### config.mk
export PLATFORM = sky130hd
export DESIGN_NAME = log2_core
export DESIGN_NICKNAME = d
export VERILOG_FILES = /design/src/rtl/log2_core.sv
export SDC_FILE = /design/constraint.sdc
export NUM_CORES = 2
export LEC_CHECK = 0
export BUFFER_PORTS_ARGS = -buffer_cell sky130_fd_sc_hd__buf_2
export CAP_MARGIN = 5
export CORE_UTILIZATION = 65
export DETAILED_ROUTE_END_ITERATION = 10
export PLACE_DENSITY = 0.82
export SLEW_MARGIN = 5
export SYNTH_ARGS = -nofsm -noshare
export SYNTH_HDL_FRONTEND = slang
export SYNTH_SLANG_ARGS = --single-unit
### constraint.sdc
create_clock -name hclk -period 10.43 [get_ports hclk]
set_input_delay 1.5645 -clock hclk [delete_from_list [all_inputs] [get_ports hclk]]
set_output_delay 1.5645 -clock hclk [all_outputs]
set_load 0.02 [all_outputs]
### src/rtl/log2_core.sv
// Sequential log2 of a 32-bit unsigned operand, Q16.16 result, fixed latency.
// Optional macro LOG_LN_SCALE_EN adds a SCALE state that converts the result to natural log.
module log2_core (
    input  logic        hclk,
    input  logic        rst,
    input  logic [31:0] data_a,
    input  logic        data_a_valid,
    output logic [31:0] data_log,
    output logic        data_log_valide,
    output logic        busy,
    output logic        overrun
);

    typedef enum logic [2:0] {IDLE, NORM, FRAC, SCALE, DONE} state_t;

    state_t      state_reg;
    logic [31:0] x_reg;
    logic [31:0] m_reg;
    logic [4:0]  e_reg;
    logic [15:0] frac_reg;
    logic [3:0]  cnt_reg;
    logic        zero_reg;

    logic [4:0]  lzc;
    logic        lz_found;
    logic [31:0] norm_m;
    logic [63:0] sq;
    logic [31:0] log2_word;
    logic [31:0] done_word;
    logic        in_flight;

    // Leading-zero count; an all-zero operand is handled by zero_reg instead.
    always_comb begin
        lzc      = 5'd0;
        lz_found = 1'b0;
        for (int i = 31; i >= 0; i--) begin
            if (!lz_found && x_reg[i]) begin
                lzc      = 5'(31 - i);
                lz_found = 1'b1;
            end
        end
    end

    assign norm_m    = x_reg << lzc;
    assign sq        = m_reg * m_reg;
    assign log2_word = zero_reg ? 32'h8000_0000 : {11'b0, e_reg, frac_reg};
    assign in_flight = (state_reg == NORM) || (state_reg == FRAC) || (state_reg == SCALE);

`ifdef LOG_LN_SCALE_EN
    // 0xB172 is ln(2) in Q0.16.
    logic [31:0] result_reg;
    logic [47:0] scale_prod;
    assign scale_prod = {16'b0, log2_word} * 48'h0000_0000_B172;
    assign done_word  = result_reg;
`else
    assign done_word  = log2_word;
`endif

    always_ff @(posedge hclk or posedge rst) begin
        if (rst) begin
            state_reg       <= IDLE;
            x_reg           <= 32'd0;
            m_reg           <= 32'd0;
            e_reg           <= 5'd0;
            frac_reg        <= 16'd0;
            cnt_reg         <= 4'd0;
            zero_reg        <= 1'b0;
            data_log        <= 32'd0;
            data_log_valide <= 1'b0;
            busy            <= 1'b0;
            overrun         <= 1'b0;
`ifdef LOG_LN_SCALE_EN
            result_reg      <= 32'd0;
`endif
        end else begin
            data_log_valide <= 1'b0;
            overrun         <= data_a_valid && in_flight;
            case (state_reg)
                IDLE: begin
                    if (data_a_valid) begin
                        x_reg     <= data_a;
                        state_reg <= NORM;
                        busy      <= 1'b1;
                    end
                end
                NORM: begin
                    zero_reg  <= (x_reg == 32'd0);
                    e_reg     <= 5'd31 - lzc;
                    m_reg     <= norm_m;
                    cnt_reg   <= 4'd0;
                    state_reg <= FRAC;
                end
                FRAC: begin
                    // Squaring doubles the log; an overflow past 2 yields a 1 bit.
                    m_reg    <= sq[63] ? sq[63:32] : sq[62:31];
                    frac_reg <= {frac_reg[14:0], sq[63]};
                    cnt_reg  <= cnt_reg + 4'd1;
                    if (cnt_reg == 4'd15) begin
`ifdef LOG_LN_SCALE_EN
                        state_reg <= SCALE;
`else
                        state_reg <= DONE;
                        busy      <= 1'b0;
`endif
                    end
                end
                SCALE: begin
`ifdef LOG_LN_SCALE_EN
                    result_reg <= zero_reg ? 32'h8000_0000 : scale_prod[47:16];
`endif
                    state_reg  <= DONE;
                    busy       <= 1'b0;
                end
                DONE: begin
                    data_log        <= done_word;
                    data_log_valide <= 1'b1;
                    if (data_a_valid) begin
                        x_reg     <= data_a;
                        state_reg <= NORM;
                        busy      <= 1'b1;
                    end else begin
                        state_reg <= IDLE;
                    end
                end
                default: begin
                    state_reg <= IDLE;
                    busy      <= 1'b0;
                end
            endcase
        end
    end

endmodule

-- Word level (Yosys, flattened, before mapping)
Index checks and enable logic that the tools add are counted.
- reductions and logical operators: 72
- bitwise gates (word level): 1
- add/subtract/negate cells: 2
- eq/ne operators: 8
- shift-type cells: 1
- multiply operators: 1
- muxes and demuxes: 74
- operators by type and width (operator ; number):
    $mux W5 ; 30
    $mul A32 B32 Y64 ; 1
    $mux W32 ; 2
    $pmux W32 S2 ; 1
    $mux W1 ; 36
    $logic_and A1 B1 Y1 ; 32
    $logic_not A32 Y1 ; 1
    $shl A32 B5 Y32 ; 1
    $logic_not A1 Y1 ; 31
    $pmux W3 S5 ; 1
    $pmux W4 S2 ; 1
    $eq A3 B2 Y1 const B ; 2
    $mux W3 ; 2
    $sub A5 B5 Y5 const A ; 1
    $add A4 B1 Y4 const B ; 1
    $eq A4 B4 Y1 const B ; 1
    $ne A2 B1 Y1 const B ; 2
    $reduce_and A2 Y1 ; 2
    $eq A3 B1 Y1 const B ; 1
    $eq A3 B3 Y1 const B ; 1
    $logic_not A3 Y1 ; 1
    $pmux W1 S3 ; 1
    $reduce_and A3 Y1 ; 1
    $logic_or A1 B1 Y1 ; 2
    other kinds (4) ; 4
- flip-flop bits (word level): 128
- output and inout bits: 35
- logic and storage cells: 170

-- Depth between registers and ports, before layout
- depth in word-level cells: 96
- gate-level depth with buffers: 32

-- Worst setup path before layout
Ideal clock, no wire load.
- path kind: reg-to-reg
- start: register m_reg[4]
- end: register m_reg[23]
- setup time: 0.141 ns
- stages on the path, launching flop included: 30
- data arrival time: 7.992 ns
- required time: 10.289 ns
- path buffers: 3
- slack: 2.297 ns
- cell sequence: dfrtp_1 -> clkbuf_1 -> clkbuf_1 -> nand2_1 -> fa_1 -> inv_1 -> fa_1 -> inv_1 -> fa_1 -> fa_1 -> inv_1 -> fa_1 -> inv_1 -> fa_1 -> inv_1 -> fa_1 -> fa_1 -> ha_1 -> nand4_1 -> nor3_1 -> a2111oi_0 -> a311oi_1 -> o2111ai_1 -> nand3b_1 -> a21oi_1 -> xor2_1 -> buf_2 -> nor3_1 -> a2111oi_0 -> a22oi_1
- cells in the longest elaborated chain, start to end: 3
- ends and longest elaborated chain (element ; RTL line ; source):
    start, declared ; 18 ; logic [31:0] m_reg;
    start signal, assigned ; 89 ; m_reg <= norm_m;
    start signal, assigned ; 95 ; m_reg <= sq[63] ? sq[63:32] : sq[62:31];
    $mul A32 B32 Y64 ; 45 ; assign sq = m_reg * m_reg;
    $mux W32 ; 95 ;
    $pmux W32 S2 ; 78 ; case (state_reg)
No other way between the ends.
A chain may end at the register's enable or synchronous reset.

-- Worst setup path in the final report
- start: register m_reg[11]
- end: register m_reg[13]
Same word-level chain as after synthesis.

==> flow_metrics.env <==
export IMPL_outcome="completed"
export IMPL_overflow=0
export IMPL_clk_pin_slew_ns=0.06
export IMPL_yosysWarnings=0
export IMPL_synth_top_area_share_pct=45.7
export IMPL_die_h_um=235
export IMPL_worstPathArrival_ns=9.81
export IMPL_slew_limit_headroom_pct=17.9
export IMPL_h_tree_depth=4
export IMPL_reg2reg_slack_ns=0.98
export IMPL_vias_per_cell=5.77
export IMPL_finalSetupViolCount=0
export IMPL_pin_count=70
export IMPL_r2r_end="m_reg[13]"
export IMPL_layout_drive_gt1_share_pct=5.98
export IMPL_slowest_stage="dfrtp_1"
export IMPL_synth_commonest_cells="inv_1 (1010), fa_1 (806), nand2_1 (446), ha_1 (271), and2_1 (187)"
export IMPL_async_flop_share_pct=100
export IMPL_grt_pass1_wl_mm=150
export IMPL_core_area_mm2=0.0537
export IMPL_initial_utilization_pct=65.7
export IMPL_syn_area_mm2=0.0353
export IMPL_clk_latency_ns=0.44
export IMPL_portBuffers=59
export IMPL_critPathLaunchType="register"
export IMPL_ys_ff_latch=118
export IMPL_cts_setup_buffers=0
export IMPL_cts_resized=0
export IMPL_dr_total_vias=25800
export IMPL_clock_sinks=118
export IMPL_synth_edf_count=0
export IMPL_crit_required_ns=10.79
export IMPL_routedWlPerCell_um=20.4
export IMPL_hold_buffers=0
export IMPL_hold_viol_final=0
export IMPL_synth_avg_cell_area_um2=9.27
export IMPL_crit_start="m_reg[11]"
export IMPL_final_max_slew_violation_count=0
export IMPL_max_freq_ghz=0.106
export IMPL_nNetsFinal=4880
export IMPL_drc=0
export IMPL_final_cell_count_no_fill=4477
export IMPL_diodes=0
export IMPL_dp_hpwl_mm=73.9
export IMPL_timing_max_cap_violations=0
export IMPL_syn_to_final_growth_pct=3.99
export IMPL_slowest_delay_ns=1.02
export IMPL_synth_top_flop_cell="dfrtp_1"
export IMPL_r2r_start="m_reg[11]"
export IMPL_syn_instance_count=3804
export IMPL_cts_path_max_buffers=2
export IMPL_numCtsBuffers=17
export IMPL_track_usage_pct=35.0
export IMPL_antenna_found_initial=0
export IMPL_grt_max_degree=72
export IMPL_drt_iter0_drc=2362
export IMPL_setup_tns_final_ns=0
export IMPL_dieArea_mm2=0.0552
export IMPL_end_kind="register"
export IMPL_gp_congestion=0.993
export IMPL_worstMarginPinSlew_ns=1.23
export IMPL_postRouteAntennaNets=0
export IMPL_synth_cell_types=79
export IMPL_period_needed_ns=9.45
export IMPL_drt_pass1_iter_count=6
export IMPL_yosys_area_top_type="fa_1"
export IMPL_fin_crit_sh_pct=90.6
export IMPL_cp_max_fo=18
export IMPL_synthTopCellsByArea="fa_1 (46%), inv_1 (11%), ha_1 (9.6%)"
export IMPL_critical_path_class="reg -> reg"
export IMPL_synth_most_common_cell="inv_1"
export IMPL_skew_ns=0.0130
export IMPL_wl_mm=91.2
export IMPL_rsz0062_at_grt="false"
export IMPL_die_w_um=235
export IMPL_cts_root_buffer_cell="clkbuf_16"
export IMPL_hp_class="reg -> reg"
export IMPL_setup_worst_path_end="m_reg[13]"
export IMPL_grt_pass1_vias=28600
export IMPL_cts_tree="built"
export IMPL_reg2reg_depth=26
export IMPL_numPlacedInstances=4445
export IMPL_fp_row_count=85
export IMPL_crit_path_frequent_cell="fa_1"
export IMPL_seq_area_frac_synth_pct=8.37
worst max-delay path, delay by kind of cell (launching register included):
| family | cells | cell delay, ns |
|---|---|---|
| AO/OA/AOI/OAI | 7 | 1.88 |
| adder cells (fa/ha/maj) | 9 | 4.36 |
| flip-flops | 1 | 1.02 |
| XOR/XNOR | 1 | 0.16 |
| buffers and inverters | 5 | 0.86 |
| AND/OR/NAND/NOR | 4 | 1.06 |
cells in the final DEF (no fill, tap or decap), drive strengths merged, types with 10 or more instances in the layout:
cell type  instances
and2             187
a22oi             11
mux2              49
o21ai             91
nand2b            27
nand3             20
mux2i             60
xnor2             30
xor2              21
nor4              10
a221oi            13
ha               271
a211oi            16
fa               806
nand4             17
a31oi             13
a21oi             86
nor2             125
a21o              31
buf              115
nor3              16
clkbuf            17
inv             1021
o22ai             10
conb              10
nor2b             17
nand2            448
dfrtp            118
worst min path at each step:
stage | cells past startpoint | slack (ns) | end | startpoint
final | 2 | 0.48 | data_log[6] | data_log[6]
after global routing | 2 | 0.51 | frac_reg[15] | frac_reg[15]
after CTS | 2 | 0.48 | data_log[6] | data_log[6]
after detailed placement | 2 | 0.46 | data_log[6] | data_log[6]
after global placement | 2 | 0.46 | data_log[8] | data_log[8]
after floorplan | 2 | 0.45 | frac_reg[15] | frac_reg[15]
cells by family (layout without fill, tap and decap cells):
logic type | after synthesis | in the layout | share of synthesized area [%]
DFF | 118 | 118 | 8.37
other | 1 | 10 | 0.0106
xor gates and xnor gates | 51 | 51 | 1.27
muxes | 111 | 111 | 3.40
buffers and inverters | 1194 | 1162 | 13.0
AOI/OAI and AO/OA | 348 | 348 | 6.50
adders and majority gates | 1077 | 1077 | 55.4
and+or+nand+nor | 904 | 904 | 12.1
final cells by class:
| type | count | area, µm² |
|---|---|---|
| flip-flops and latches | 118 | 2950 |
| clock inverters | 15 | 130 |
| multi-input cells | 2501 | 27800 |
| inverters | 1015 | 3810 |
| well taps | 696 | 871 |
| repair buffers | 115 | 716 |
| fillers | 4095 | 17000 |
| clock buffers | 17 | 425 |
layer usage:
metal	vias to the layer above	part of all wire (%)	global-route usage (%)
li1	11300	-	-
met1	13000	37	44.2
met2	1240	49	58.7
met3	319	8.7	6.48
met4	0	5.1	16.4
met5	-	0	0
metrics by stage:
step	hold WS [ns]	cell area [µm²]	setup WS [ns]	util [%]
floorplan	0.447	35300	2.30	-
detailed placement	0.465	36100	1.29	67.3
global route	0.509	36700	0.531	68.3
CTS	0.479	36700	1.26	68.3
global placement	0.459	36100	1.40	67.3
finish	0.479	36700	0.982	68.3
Power is not shown: default switching activity piles up to over one toggle a cycle in this logic, so the estimate is an artifact.
